[config.mk]
export PLATFORM = sky130hd
export DESIGN_NAME = pf_tile_fetcher
export DESIGN_NICKNAME = d
export VERILOG_FILES = /design/src/rtl/pf_pkg.sv /design/src/rtl/pf_plane_shifter.sv /design/src/rtl/pf_tile_fetcher.sv
export SDC_FILE = /design/constraint.sdc
export NUM_CORES = 1
export LEC_CHECK = 0
export CORE_MARGIN = 1
export CORE_UTILIZATION = 45
export DETAILED_ROUTE_END_ITERATION = 10
export PLACE_DENSITY = 0.69
export SYNTH_ARGS = -nofsm -noshare
export SYNTH_HDL_FRONTEND = slang
export SYNTH_HIERARCHICAL = 1
export SYNTH_SLANG_ARGS = --single-unit
[constraint.sdc]
create_clock -name clk -period 5.2 [get_ports clk]
set_clock_uncertainty 0.2 [all_clocks]
set_input_delay 1.04 -clock clk [delete_from_list [all_inputs] [get_ports clk]]
set_output_delay 1.04 -clock clk [all_outputs]
set_load 0.02 [all_outputs]
[src/rtl/pf_pkg.sv]
// ============================================================================
// Module : pf_pkg
// Shared widths, fetch-sequencer state encoding and a byte bit-reverse helper.
// Rev    : 1.0
// ============================================================================
`default_nettype none

package pf_pkg;
  localparam int PF_CODE_W = 8;
  localparam int PF_ROW_W  = 3;
  localparam int PF_ADDR_W = PF_CODE_W + PF_ROW_W;

  typedef enum logic [2:0] {
    PF_IDLE = 3'd0,
    PF_REQ  = 3'd1,
    PF_WAIT = 3'd2,
    PF_CAPT = 3'd3,
    PF_FULL = 3'd4
  } pf_state_t;

  function automatic logic [7:0] pf_rev8(input logic [7:0] d);
    logic [7:0] r;
    for (int i = 0; i < 8; i++) r[i] = d[7-i];
    return r;
  endfunction
endpackage

`default_nettype wire

[src/rtl/pf_plane_shifter.sv]
// ============================================================================
// Module : pf_plane_shifter
// Holding buffer plus two 8-bit plane shift registers emitting one pixel per pix_ce.
// Rev    : 1.0
// ============================================================================
`default_nettype none

module pf_plane_shifter (
  input  logic        clk,
  input  logic        rst_n,
  input  logic        i_flush,
  input  logic        i_pix_ce,
  input  logic        i_capt,
  input  logic [15:0] i_capt_data,
  input  logic        i_fetch_busy,
  output logic        o_hold_full,
  output logic        o_load,
  output logic [1:0]  o_pix,
  output logic        o_pix_valid,
  output logic        o_underrun
);
  logic [15:0] r_hold;
  logic        r_hold_full;
  logic [7:0]  r_sh0;
  logic [7:0]  r_sh1;
  logic [2:0]  r_count;
  logic [1:0]  r_pix;
  logic        r_pix_valid;
  logic        r_underrun;
  logic        w_need;

  assign w_need      = (r_count == 3'd0);
  assign o_load      = i_pix_ce & w_need & r_hold_full & ~i_flush;
  assign o_hold_full = r_hold_full;
  assign o_pix       = r_pix;
  assign o_pix_valid = r_pix_valid;
  assign o_underrun  = r_underrun;

  always_ff @(posedge clk or negedge rst_n) begin
    if (!rst_n) begin
      r_hold      <= 16'd0;
      r_hold_full <= 1'b0;
      r_sh0       <= 8'd0;
      r_sh1       <= 8'd0;
      r_count     <= 3'd0;
      r_pix       <= 2'd0;
      r_pix_valid <= 1'b0;
      r_underrun  <= 1'b0;
    end else if (i_flush) begin
      r_count     <= 3'd0;
      r_hold_full <= 1'b0;
      r_pix       <= 2'd0;
      r_pix_valid <= 1'b0;
    end else begin
      // hold_full is sampled pre-edge, so a capture never feeds a load on the same clk
      if (i_capt) begin
        r_hold      <= i_capt_data;
        r_hold_full <= 1'b1;
      end else if (o_load) begin
        r_hold_full <= 1'b0;
      end
      if (i_pix_ce) begin
        if (w_need) begin
          if (r_hold_full) begin
            r_sh1       <= r_hold[15:8];
            r_sh0       <= r_hold[7:0];
            r_pix       <= {r_hold[15], r_hold[7]};
            r_pix_valid <= 1'b1;
            r_count     <= 3'd7;
          end else begin
            r_pix       <= 2'd0;
            r_pix_valid <= 1'b0;
            if (!i_fetch_busy) r_underrun <= 1'b1;
          end
        end else begin
          r_sh1   <= {r_sh1[6:0], 1'b0};
          r_sh0   <= {r_sh0[6:0], 1'b0};
          r_pix   <= {r_sh1[6], r_sh0[6]};
          r_count <= r_count - 3'd1;
        end
      end
    end
  end
endmodule

`default_nettype wire

[src/rtl/pf_tile_fetcher.sv]
// ============================================================================
// Module : pf_tile_fetcher
// Fetches tile row bytes from both plane ROMs and streams 2-bit pixels to the mixer.
// Rev    : 1.0
// ============================================================================
`default_nettype none

module pf_tile_fetcher
  import pf_pkg::*;
#(
  parameter int CODE_W = PF_CODE_W,
  parameter int ROW_W  = PF_ROW_W
) (
  input  logic                    clk,
  input  logic                    reset,
  input  logic                    pix_ce,
  input  logic                    line_start,
  input  logic [ROW_W-1:0]        row,
  output logic                    code_req,
  input  logic                    code_valid,
  input  logic [CODE_W-1:0]       code,
  input  logic                    code_flipx,
  output logic [CODE_W+ROW_W-1:0] rom_a,
  input  logic [7:0]              rom0_d,
  input  logic [7:0]              rom1_d,
  output logic [1:0]              pix,
  output logic                    pix_valid,
  output logic                    underrun
);
  localparam int ADDR_W = CODE_W + ROW_W;

  pf_state_t         r_state;
  logic              r_code_req;
  logic [ADDR_W-1:0] r_rom_a;
  logic [ROW_W-1:0]  r_row_q;
  logic              r_flipx;

  logic              w_load;
  logic              w_hold_full;
  logic              w_capt;
  logic              w_fetch_busy;
  logic [15:0]       w_capt_data;

  assign code_req     = r_code_req;
  assign rom_a        = r_rom_a;
  assign w_capt       = (r_state == PF_CAPT);
  assign w_fetch_busy = (r_state == PF_WAIT) || (r_state == PF_CAPT);
  // Flip is applied at capture so the shifter always emits MSB first
  assign w_capt_data  = r_flipx ? {pf_rev8(rom1_d), pf_rev8(rom0_d)} : {rom1_d, rom0_d};

  always_ff @(posedge clk or negedge reset) begin
    if (!reset) begin
      r_state    <= PF_IDLE;
      r_code_req <= 1'b0;
      r_rom_a    <= '0;
      r_row_q    <= '0;
      r_flipx    <= 1'b0;
    end else if (line_start) begin
      r_row_q    <= row;
      r_state    <= PF_REQ;
      r_code_req <= 1'b1;
    end else begin
      case (r_state)
        PF_IDLE: r_code_req <= 1'b0;
        PF_REQ: begin
          if (r_code_req && code_valid) begin
            r_rom_a    <= {code, r_row_q};
            r_flipx    <= code_flipx;
            r_state    <= PF_WAIT;
            r_code_req <= 1'b0;
          end
        end
        PF_WAIT: r_state <= PF_CAPT;
        PF_CAPT: r_state <= PF_FULL;
        PF_FULL: begin
          if (w_load || !w_hold_full) begin
            r_state    <= PF_REQ;
            r_code_req <= 1'b1;
          end
        end
        default: begin
          r_state    <= PF_IDLE;
          r_code_req <= 1'b0;
        end
      endcase
    end
  end

  pf_plane_shifter u_shifter (
    .clk          (clk),
    .rst_n        (reset),
    .i_flush      (line_start),
    .i_pix_ce     (pix_ce),
    .i_capt       (w_capt),
    .i_capt_data  (w_capt_data),
    .i_fetch_busy (w_fetch_busy),
    .o_hold_full  (w_hold_full),
    .o_load       (w_load),
    .o_pix        (pix),
    .o_pix_valid  (pix_valid),
    .o_underrun   (underrun)
  );
endmodule

`default_nettype wire

* Word level (Yosys, flattened, before mapping)
Cells that the tools add are included.
** Storage, ports and cells
- Register bits after elaboration :: 57
- Input bits :: 33
- Output and inout bits :: 16
- Word-level logic and storage cells :: 76
** Operators by class
- $add $sub $neg :: 1
- Equal/unequal tests :: 10
- Mux-type cells :: 28
- Bitwise operators :: 6
- Reductions and logical operators :: 18
** Operator list (count)
- 7-bit 2-to-1 mux :: 4
- 3-bit 2-to-1 mux :: 7
- 16-bit 2-to-1 mux :: 1
- 3-bit case mux with 5 select lines :: 1
- 3-bit AND reduction :: 4
- 1-bit 2-to-1 mux :: 10
- 2-bit 2-to-1 mux :: 4
- 3-bit by 2-bit == test with 1-bit output (second input constant) :: 2
- 3-bit zero test :: 2
- 3-bit != test (second input constant) :: 2
- 2-bit AND reduction :: 3
- 5-bit AND reduction :: 1
- 2-bit by 1-bit != test with 1-bit output (second input constant) :: 2
- 2-bit nonzero test :: 2
- 1-bit AND :: 3
- 3-bit by 1-bit == test with 1-bit output (second input constant) :: 1
- 3-bit == test (second input constant) :: 1
- 3-bit by 2-bit != test with 1-bit output (second input constant) :: 1
- 1-bit NOT :: 3
- 1-bit case mux with 3 select lines :: 1
- 3-bit nonzero test :: 1
- 3-bit by 1-bit subtractor with 3-bit output (second input constant) :: 1
- 1-bit logical OR :: 2
- 2-bit != test (second input constant) :: 1
- other kinds (3) :: 3

* Depth between registers and ports, before layout
Gate-level depths: netlist (run 1).
- Word-level depth :: 8
- Gate-level depth with buffers :: 9
- Mapped depth without buffers :: 7

* Modules after synthesis
The synthesis (run 1) kept the hierarchy.
** Modules (own cells, without submodules)
- pf_plane_shifter :: instances 1, cells each 155, area each 1739.2 µm², sequential area each 950.9 µm²
- pf_tile_fetcher :: instances 1, cells each 81, area each 1063.5 µm², sequential area each 475.5 µm²

* Worst setup path after synthesis (run 1)
OpenSTA, ideal clock, no wires.
- Path type :: input to register
- Start :: in line_start
- End :: reg r_code_req (netlist: code_req)
- Library setup time :: 0.124 ns
- Arrival time :: 2.176 ns
- Data required time :: 4.876 ns
- Setup slack :: 2.701 ns
- Cell stages on the path :: 7
- Buffers on the path :: 2
- Cell sequence :: buf_2 -> and2b_2 -> buf_6 -> and3_2 -> and4bb_2 -> o211ai_1 -> o31a_1
** On the way
- Longest elaborated chain between the ends :: 5
- Elaborated cells between the ends (all ways) :: 8
- Those cells by class :: eq/ne (3); mux (1); bitwise (2); reduce/logical (2)
** Ends and longest elaborated chain
- start: declaration :: line pf_tile_fetcher.sv:17 : input logic line_start,
- 1-bit NOT (no line)
- 1-bit AND :: line pf_plane_shifter.sv:33 : assign o_load = i_pix_ce & w_need & r_hold_full & ~i_flush;
- via w_load :: line pf_tile_fetcher.sv:38 : logic w_load;
- 1-bit logical OR :: line pf_tile_fetcher.sv:76 : if (w_load || !w_hold_full) begin
- 3-bit != test (no line)
- 3-bit AND reduction (no line)
- end signal: assignment :: line pf_tile_fetcher.sv:70 : r_code_req <= 1'b0;
- end signal: assignment :: line pf_tile_fetcher.sv:78 : r_code_req <= 1'b1;
- end signal: assignment :: line pf_tile_fetcher.sv:83 : r_code_req <= 1'b0;
- end: declaration :: line pf_tile_fetcher.sv:33 : logic r_code_req;
The timed path passes the listed nets, and every way through them passes these cells.
A chain may end at the register's enable or synchronous reset.

* Final worst setup path (run 1)
Ends and elaborated chain as after synthesis.

==> impl_results.md, run 1 <==
* Status: finished, final reports clean
* Die ar. at 6550 um2
* Largest net degree at the start of global routing at 45
* Worst Hold Class: reg -> reg
* Antenna-violating nets left at 0
* Post-CTS Hold Buffers at 0
* Initial antenna violation count at 0
* Ys flop type: dfrtp_1
* Pin slew with the least headroom to its limit at 711 ps
* Min cycle time layout at 3070 ps
* Initial Utilization at 47.1%
* Mean number of vias per cell at 5.27
* RSZ-0062 raised after global routing: false
* CTS Buffer Depth at 2
* Sw frac at 33.9%
* Die Span Y at 80.9 um
* CP startpoint kind: input pin
* Area growth syn-to-layout at 22.4%
* Crit-path max FO at 17
* Sequential Power Share at 40.8%
* Layout cells sized above 1 at 26.0%
* DRT Pass-1 Iters at 4
* Vias in the first global route at 1,847
* Max Used Layer: met4
* Crit. End Element: flop
* Number of synthesized flops with an enable pin at 0
* PD cells at 543 nW/um2
* Setup TNS Final at 0 ps
* Dpl hpwl at 3480 um
* Clock root buffer: clkbuf_8
* Yosys cell types at 36
* Total routed wirelength at 5360 um
* Post-synthesis register bit count at 57
* Post-Synthesis Net Count at 271
* Clk network pwr share at 21.1%
* # diodes at 0
* Syn_area_per_cell at 11.9 um2
* Gr ovfl total at 0
* Core area at 5960 um2
* DRC at 0
* Metal3 WL at 170 um
* Pint at 1230 uW
* CTS tree: yes
* Synth warn at 6
* Logic pwr share at 38.1%
* Post-CTS Setup Repair Bufs at 0
* CTS Buf Count at 9
* Worst EP required at 5220 ps
* Most common cell after layout, fill and taps aside: dfrtp_1
* Clock Sinks at 57
* Met2 routed WL at 2480 um
* H-tree depth at 3
* Post-DR wirelength/cell at 14.9 um
* Most frequent cells in the layout: 57 x dfrtp_1, 47 x clkdlybuf4s50_1, 38 x mux2_2
* Worst slew margin at 52.6%
* Nets at 315
* VDD IR max at 0.253 mV
* 1st-iter DRT viols at 105
* Fin util at 57.6%
* WS Path Type: in -> reg
* Pins Over Slew Limit at 0
* Fin. Hold Viols at 0
* Die X at 80.9 um
* Port-buffer cells at 48
* Cells after Synth at 236
* Async S/R FF share, synth at 100%
* Arrival time at the worst endpoint at 3090 ps
* First-pass GRT wire length at 9090 um
* F_max at 325 MHz
* # resized after CTS at 0
* Fin crit share at 59.1%
* Vias at 1,898
* Clock Latency Late Sink at 330 ps
* Final setup fails at 0
* Total GRT Usage at 18.7%
* Leak at 0.00147 uW
* Worst-path clk slew at 70 ps
* Placer Congestion at 0.781
* WL met1 at 2630 um
* Maximum Capacitance Violations at 0
* Register area share after synthesis at 50.9%
* Site Rows at 28
* Synthesized area at 2800 um2
* Net switching power figure at 631 uW
* Number of primary I/O pins at 49
## routing by layer
| metal | GRT usage (%) | vias to the layer above |
|---|---|---|
| met1 | 25.9 | 932 |
| met2 | 27.1 | 33 |
| met3 | 5.17 | 7 |
| li1 | - | 926 |
| met5 | 0 | - |
| met4 | 8.57 | 0 |
## synth_stat cells, drive strengths merged, types with 3 or more instances
cell | number | share of area, %
a21oi | 19 | 3.4
a311oi | 5 | 1.6
a31oi | 12 | 2.7
buf | 10 | 2.7
clkbuf | 8 | 2.9
dfrtp | 57 | 51
inv | 6 | 0.80
mux2 | 48 | 21
nand2 | 28 | 3.7
nand2b | 6 | 1.3
nand4 | 3 | 0.89
nor2 | 6 | 0.80
nor2b | 5 | 1.1
o21ai | 3 | 0.54
## power by group through the flow
stage	registers [uW]	logic, uW	clock network (uW)
2_1_floorplan	775	522	0
3_3_place_gp	759	702	0
3_5_place_dp	765	714	0
4_1_cts	760	718	406
5_1_grt	787	778	432
6_report	759	709	393
## cell type report
type                            instances  area, um2
Fill cell                             517       2520
Sequential cell                        57       1430
Multi-Input combinational cell        155       1200
Timing Repair Buffer                   51        498
Clock buffer                           14        183
Tap cell                               75       93.8
Inverter                                6       22.5
Clock inverter                          2       10.0
## worst max-delay path, stage by stage
cell	delay, ps
clkdlybuf4s50_1	880
and2b_2	420
and3_2	260
and4bb_2	290
o211ai_1	90
o31a_1	120
## flip-flops by register name, indices dropped and copies added (netlist names)
| name | flops |
|---|---|
| u_shifter/o_pix_valid | 1 |
| code_req | 1 |
| r_row_q | 3 |
| u_shifter/o_pix | 2 |
| u_shifter/r_sh1 | 7 |
| u_shifter/r_sh0 | 7 |
| rom_a | 11 |
| u_shifter/r_hold | 16 |
| r_flipx | 1 |
| u_shifter/o_hold_full | 1 |
| r_state | 3 |
| u_shifter/r_count | 3 |
| u_shifter/o_underrun | 1 |
## worst paths after layout
kind | slack, ps | cells past startpoint | to | from
max in group asynchronous | 3560 | 2 | u_shifter/r_sh1[4] | reset
hold / removal | 280 | 1 | u_shifter/o_underrun | u_shifter/o_underrun
setup reg to reg | 3060 | 8 | code_req | u_shifter/r_count[0]
setup / recovery | 2130 | 6 | code_req | line_start
hold reg to reg | 280 | 1 | u_shifter/o_underrun | u_shifter/o_underrun
min in group asynchronous | 390 | 1 | r_flipx | reset
## per-stage QoR
step           hold WS, ps  setup WS (ps)  std cells  total power (uW)  cell area, um2
2_1_floorplan          260           2700        236              1300            2800
3_3_place_gp           265           1820        344              1460            3240
3_5_place_dp           265           1770        344              1480            3240
4_1_cts                280           2140        360              1880            3430
5_1_grt                316           2060        360              2000            3430
6_report               276           2130        360              1860            3430
## kinds of logic after synthesis
kind of cell	after synthesis	share of synthesized area, %
multiplexers	49	21.0
buffers and inverters	24	6.38
AND/OR/NAND/NOR	60	11.2
flip-flops	57	50.9
AO/OA/AOI/OAI	44	9.64
adder cells (fa/ha/maj)	2	0.893
(Power assumes the default switching activity.)
==> inputs of run 2 (changes only) <==
Settings changed: PLACE_DENSITY 0.69 to 0.71.
Clock period 5.2 ns to 2.74 ns, I/O delays scaled along.
==> run 2 against run 1 <==
Worst setup slack got worse by 1500 ps. Hold slack got worse by 120 ps. Combinational power is 93% higher. Sequential share of layout area decreased by 0.79 points. Global-route usage rose by 0.27 points. Wire length is 2.7% higher. Utilization increased by 1.1 points. Non-clock buffer count rose by 6. Sequential power grew 90%. Via count increased by 3.3%. Register-to-register slack worse by 2400 ps.
==> impl_results.md, run 2 (same netlist as run 1, synthesis figures left out) <==
* Placer Congestion at 0.753 (-3.5%)
* Critical-path cell list: inv_1 -> ha_1 -> or3b_1 -> and2_4 -> o21ai_0
* Min cycle time layout at 2130 ps
* Clock Sinks at 57 (unchanged)
* Clock Latency Late Sink at 330 ps (about the same)
* Post-CTS Setup Repair Bufs at 0 (unchanged)
* CTS Buf Count at 9 (unchanged)
* Dpl hpwl at 3640 um (+4.8%)
* Final setup fails at 0 (unchanged)
* H-tree depth at 3 (unchanged)
* Status: finished, final reports clean
* Fin cells at 365 (+1.4%)
* Fin crit share at 77.7%
* VDD IR max at 0.697 mV (+180%)
* Pins Over Slew Limit at 0 (unchanged)
* PD cells at 1040 nW/um2 (+91%)
* Final WS setup at 611 ps (-1520 ps)
* Nets at 321 (+1.9%)
* DRC at 0 (unchanged)
* Slowest stage delay, CP at 600 ps (-280 ps)
* Vias at 1,961 (+3.3%)
* CP bufs+invs at 1 (unchanged)
* Crit-path max FO at 15 (-2)
* Clock root buffer: clkbuf_8
* Worst EP required at 2780 ps (-2440 ps)
* Total GRT Usage at 19.0% (+0.27 points)
* First-pass GRT wire length at 9270 um (+2.0%)
* F_max at 470 MHz
* CP startpoint kind: flop
* Vias in the first global route at 1,939 (+5.0%)
* Placed Cells at 350 (+1.7%)
* 1st-iter DRT viols at 83 (-21%)
* Worst-path clk slew at 60 ps (about the same)
* Worst slew margin at 50.3% (-2.3 points)
* Antenna-violating nets left at 0 (unchanged)
* FF/Latch Area at 1430 um2 (unchanged)
* RSZ-0062 raised after global routing: false
* Number of primary I/O pins at 49 (unchanged)
* Area of the multi-input gates at 1200 um2 (unchanged)
* Initial antenna violation count at 0 (unchanged)
* Die ar. at 6550 um2 (unchanged)
* Crit. End Element: flop
* Most frequent cells in the layout: 57 x dfrtp_1, 47 x clkdlybuf4s50_1, 38 x mux2_2
* Largest Register: u_shifter/r_hold
* Layout cells sized above 1 at 27.6% (+1.6 points)
* Family with the most delay on the worst path: simple AND/OR/NAND/NOR gates
* Gr ovfl total at 0 (unchanged)
* WS Path Type: reg -> reg
* Core area at 5960 um2 (unchanged)
* Setup TNS Final at 0 ps (unchanged)
* # resized after CTS at 0 (unchanged)
* Leak at 0.00151 uW (+2.6%)
* Port-buffer cells at 48 (unchanged)
* DRT Pass-1 Iters at 4 (unchanged)
* Fill count at 538 (+4.1%)
* Die Span Y at 80.9 um (unchanged)
* Maximum Capacitance Violations at 0 (unchanged)
* Largest net degree at the start of global routing at 58 (+29%)
* Die X at 80.9 um (unchanged)
* Mean number of vias per cell at 5.37 (+1.9%)
* Pre-CTS WS at 438 ps (-1330 ps)
* Arrival time at the worst endpoint at 2170 ps (-920 ps)
* Post-CTS Hold Buffers at 0 (unchanged)
* Fin. Hold Viols at 0 (unchanged)
* Area growth syn-to-layout at 24.8%
* Post-DR wirelength/cell at 15.1 um (+1.3%)
* # diodes at 0 (unchanged)
* Initial Utilization at 47.1% (unchanged)
* CTS tree: yes
* Pin slew with the least headroom to its limit at 746 ps (+34.9 ps)
* Max FFs per register at 16 (unchanged)
* Site Rows at 28 (unchanged)
* Total routed wirelength at 5500 um (+2.7%)
* CP max-delay cell: or3b_1
* Worst Hold Class: in -> async
* Most common cell after layout, fill and taps aside: dfrtp_1
* CTS Buffer Depth at 2 (unchanged)
[run 2: power breakdown]
| group | internal (uW) | switching, uW | leakage, uW |
|---|---|---|---|
| registers | 1190 | 253 | 0.000687 |
| clock network | 513 | 313 | 0.000112 |
| logic | 730 | 636 | 0.000711 |
[run 2: final cells by class]
| type | count | area share (%) |
|---|---|---|
| Tap cell | 75 | 2.68 |
| Inverter | 6 | 0.644 |
| Timing Repair Buffer | 57 | 15.5 |
| Clock buffer | 13 | 5.12 |
| Sequential cell | 57 | 40.8 |
| Multi-Input combinational cell | 155 | 34.2 |
| Clock inverter | 2 | 1.00 |
[run 2: through the flow]
stage / hold WS, ps / instance area, um2 / power (uW) / utilization (%)
detailed placement: 278 / 3280 / 2820 / 55.1
global route: 222 / 3500 / 3880 / 58.7
finish: 152 / 3500 / 3630 / 58.7
floorplan: 52.4 / 2800 / 2460 / -
CTS: 179 / 3500 / 3660 / 58.7
global placement: 252 / 3280 / 2780 / 55.1
[run 2: per-layer routing]
layer / GRT usage (%) / routed length [um]
met5: 0 / 0
met4: 6.96 / 63
met3: 5.06 / 191
met2: 29.2 / 2660
met1: 25.6 / 2590
[run 2: worst paths after layout]
kind | start | end | slack [ps] | cells past startpoint
worst max-delay path | u_shifter/r_count[0] | u_shifter/r_sh0[0] | 610 | 5
worst min register to register | u_shifter/o_underrun | u_shifter/o_underrun | 290 | 1
worst max register to register | u_shifter/r_count[0] | u_shifter/r_sh0[0] | 610 | 5
worst min-delay path | reset | rom_a[4] | 150 | 2
min in group clk | u_shifter/o_underrun | u_shifter/o_underrun | 290 | 1
max in group asynchronous | reset | r_state[1] | 1700 | 2
==> inputs of run 3 (changes only) <==
Settings changed: PLACE_DENSITY 0.71 to 0.69.
Clock period 2.74 ns to 2.15 ns, I/O delays scaled along.
==> run 3 against run 2 <==
Register-to-register slack worse by 410 ps. Count of clock-buffer cells in the layout is 2 higher. Global-route usage is 0.25 points lower. Critical path depth decreased by 4. Utilization up 0.25 points. Highest routed layer unchanged.
==> impl_results.md, run 3 (same netlist as run 1, synthesis figures left out) <==
* Initial Utilization at 47.1% (unchanged)
* Pint at 2960 uW (+22%)
* Worst Hold Class: reg -> reg
* Nets at 327 (+1.9%)
* Initial antenna violation count at 0 (unchanged)
* Hold Path Sink: u_shifter/o_underrun
* Die ar. at 6550 um2 (unchanged)
* Die X at 80.9 um (unchanged)
* Post-DR wirelength/cell at 14.3 um (-5.1%)
* CTS Buf Count at 9 (unchanged)
* Fin crit share at 93.1%
* 1st-iter DRT viols at 113 (+36%)
* Clock Sinks at 57 (unchanged)
* Sw frac at 33.8% (+0.72 points)
* Crit path depth at 1 (-4)
* Fin cells at 371 (+1.6%)
* Die Span Y at 80.9 um (unchanged)
* Clock Latency Late Sink at 330 ps (about the same)
* Gr ovfl total at 0 (unchanged)
* Total routed wirelength at 5310 um (-3.5%)
* Worst-path clk slew at 60 ps (about the same)
* Total chip power at 4470 uW (+23%)
* Dpl hpwl at 3610 um (-1.1%)
* HP Start: u_shifter/o_underrun
* FF/Latch Area at 1430 um2 (unchanged)
* RSZ-0062 raised after global routing: false
* Vias in the first global route at 1,912 (-1.4%)
* Layout cells sized above 1 at 27.0% (-0.56 points)
* Fin util at 59.0% (+0.25 points)
* Post-CTS Hold Buffers at 1 (+1)
* Area growth syn-to-layout at 25.3%
* Most common cell after layout, fill and taps aside: dfrtp_1
* Placer Congestion at 0.736 (-2.3%)
* Family with the most delay on the worst path: buffers and inverters
* Sequential Power Share at 40.7% (+1.0 points)
* Core area at 5960 um2 (unchanged)
* WS Path Type: reg -> out
* Final setup fails at 0 (unchanged)
* Most frequent cells in the layout: 57 x dfrtp_1, 47 x clkdlybuf4s50_1, 38 x mux2_2
* Logic pwr share at 40.8% (+3.2 points)
* # resized after CTS at 0 (unchanged)
* FF-to-FF path depth at 6 (+1)
* Slowest stage delay, CP at 630 ps (+30 ps)
* Port-buffer cells at 48 (unchanged)
* # diodes at 0 (unchanged)
* Total GRT Usage at 18.7% (-0.25 points)
* Crit. End Element: primary output
* Slack of the worst reg-to-reg path at 200 ps (-410 ps)
* Worst r2r src: r_state[2]
* FF-to-FF End: u_shifter/r_hold[1]
* DRC at 0 (unchanged)
* Arrival time at the worst endpoint at 1370 ps (-800 ps)
* Maximum Capacitance Violations at 0 (unchanged)
* Mean number of vias per cell at 5.31 (-1.2%)
* Largest net degree at the start of global routing at 58 (unchanged)
* Number of primary I/O pins at 49 (unchanged)
* Net switching power figure at 1510 uW (+26%)
* Antenna-violating nets left at 0 (unchanged)
* Pins Over Slew Limit at 0 (unchanged)
* Site Rows at 28 (unchanged)
* CTS tree: yes
* First-pass GRT wire length at 9000 um (-2.8%)
* CP max-delay cell: clkdlybuf4s50_1
* Fill count at 518 (-3.7%)
* Setup TNS Final at 0 ps (unchanged)
* Pin slew with the least headroom to its limit at 742 ps (-3.63 ps)
* CP bufs+invs at 1 (unchanged)
* Largest Register: u_shifter/r_hold
* Min cycle time layout at 2000 ps
* Hold path depth at 1
* H-tree depth at 3 (unchanged)
* Crit-path max FO at 5 (-10)
* F_max at 500 MHz
* Placed Cells at 355 (+1.4%)
* Critical-path cell list: clkdlybuf4s50_1
* Clk network pwr share at 18.5% (-4.2 points)
* PD cells at 1270 nW/um2 (+22%)
* Clock root buffer: clkbuf_8
* Worst EP required at 1520 ps (-1260 ps)
* Leak at 0.00152 uW (+0.45%)
* VDD IR max at 0.721 mV (+3.3%)
* CTS Buffer Depth at 2 (unchanged)
* CP startpoint kind: flop
* Area of the multi-input gates at 1200 um2 (unchanged)
* Fin. Hold Viols at 0 (unchanged)
* DRT Pass-1 Iters at 4 (unchanged)
* Worst slew margin at 50.5% (+0.24 points)
* Status: finished, final reports clean
* Vias at 1,969 (+0.41%)
* Post-CTS Setup Repair Bufs at 0 (unchanged)
* Max FFs per register at 16 (unchanged)
* Fin Hold WS at 283 ps (+131 ps)
[run 3: cell count changes in the layout (fill, tap and decap cells not counted)]
cell,previous run,this run
clkbuf_8,13,10
dlygate4sd3_1,0,1
bufinv_16,1,0
buf_12,0,2
clkinv_2,1,0
buf_4,9,12
clkbuf_1,0,5
[run 3: layout make-up]
cell class,instances,share of cell area (%)
inverter,6,0.641
tap,75,2.67
clock buffer,15,4.45
timing repair buffer,63,17.5
multi-input combinational,155,34.1
sequential,57,40.6
[run 3: through the flow]
step	setup WS (ps)	area, um2
floorplan	117	2800
global placement	17.6	3350
detailed placement	-26.2	3350
CTS	120	3510
global route	47.7	3510
finish	148	3510
[run 3: how the worst max path moves through the flow]
| stage | start | endpoint | slack [ps] |
|---|---|---|---|
| 5_1_grt | r_state[2] | u_shifter/r_hold[1] | 50 |
| 6_report | code_req | code_req | 150 |
| 4_1_cts | code_req | code_req | 120 |
| 3_3_place_gp | line_start | code_req | 20 |
| 3_5_place_dp | line_start | code_req | -30 |
| 2_1_floorplan | u_shifter/r_count[0] | code_req | 120 |
[run 3: power groups by stage]
stage / clock (uW) / combinational (uW) / sequential [uW]
2_1_floorplan: 0 / 1260 / 1880
3_3_place_gp: 0 / 1800 / 1820
3_5_place_dp: 0 / 1830 / 1830
5_1_grt: 894 / 1990 / 1880
4_1_cts: 850 / 1840 / 1820
6_report: 827 / 1820 / 1820
[run 3: per-layer routing]
layer,vias to the layer above,wire length [um],track usage (%)
met5,-,0,0
met4,0,103,11.3
met3,8,159,3.71
met2,41,2500,28.3
met1,976,2550,24.8
li1,944,-,-
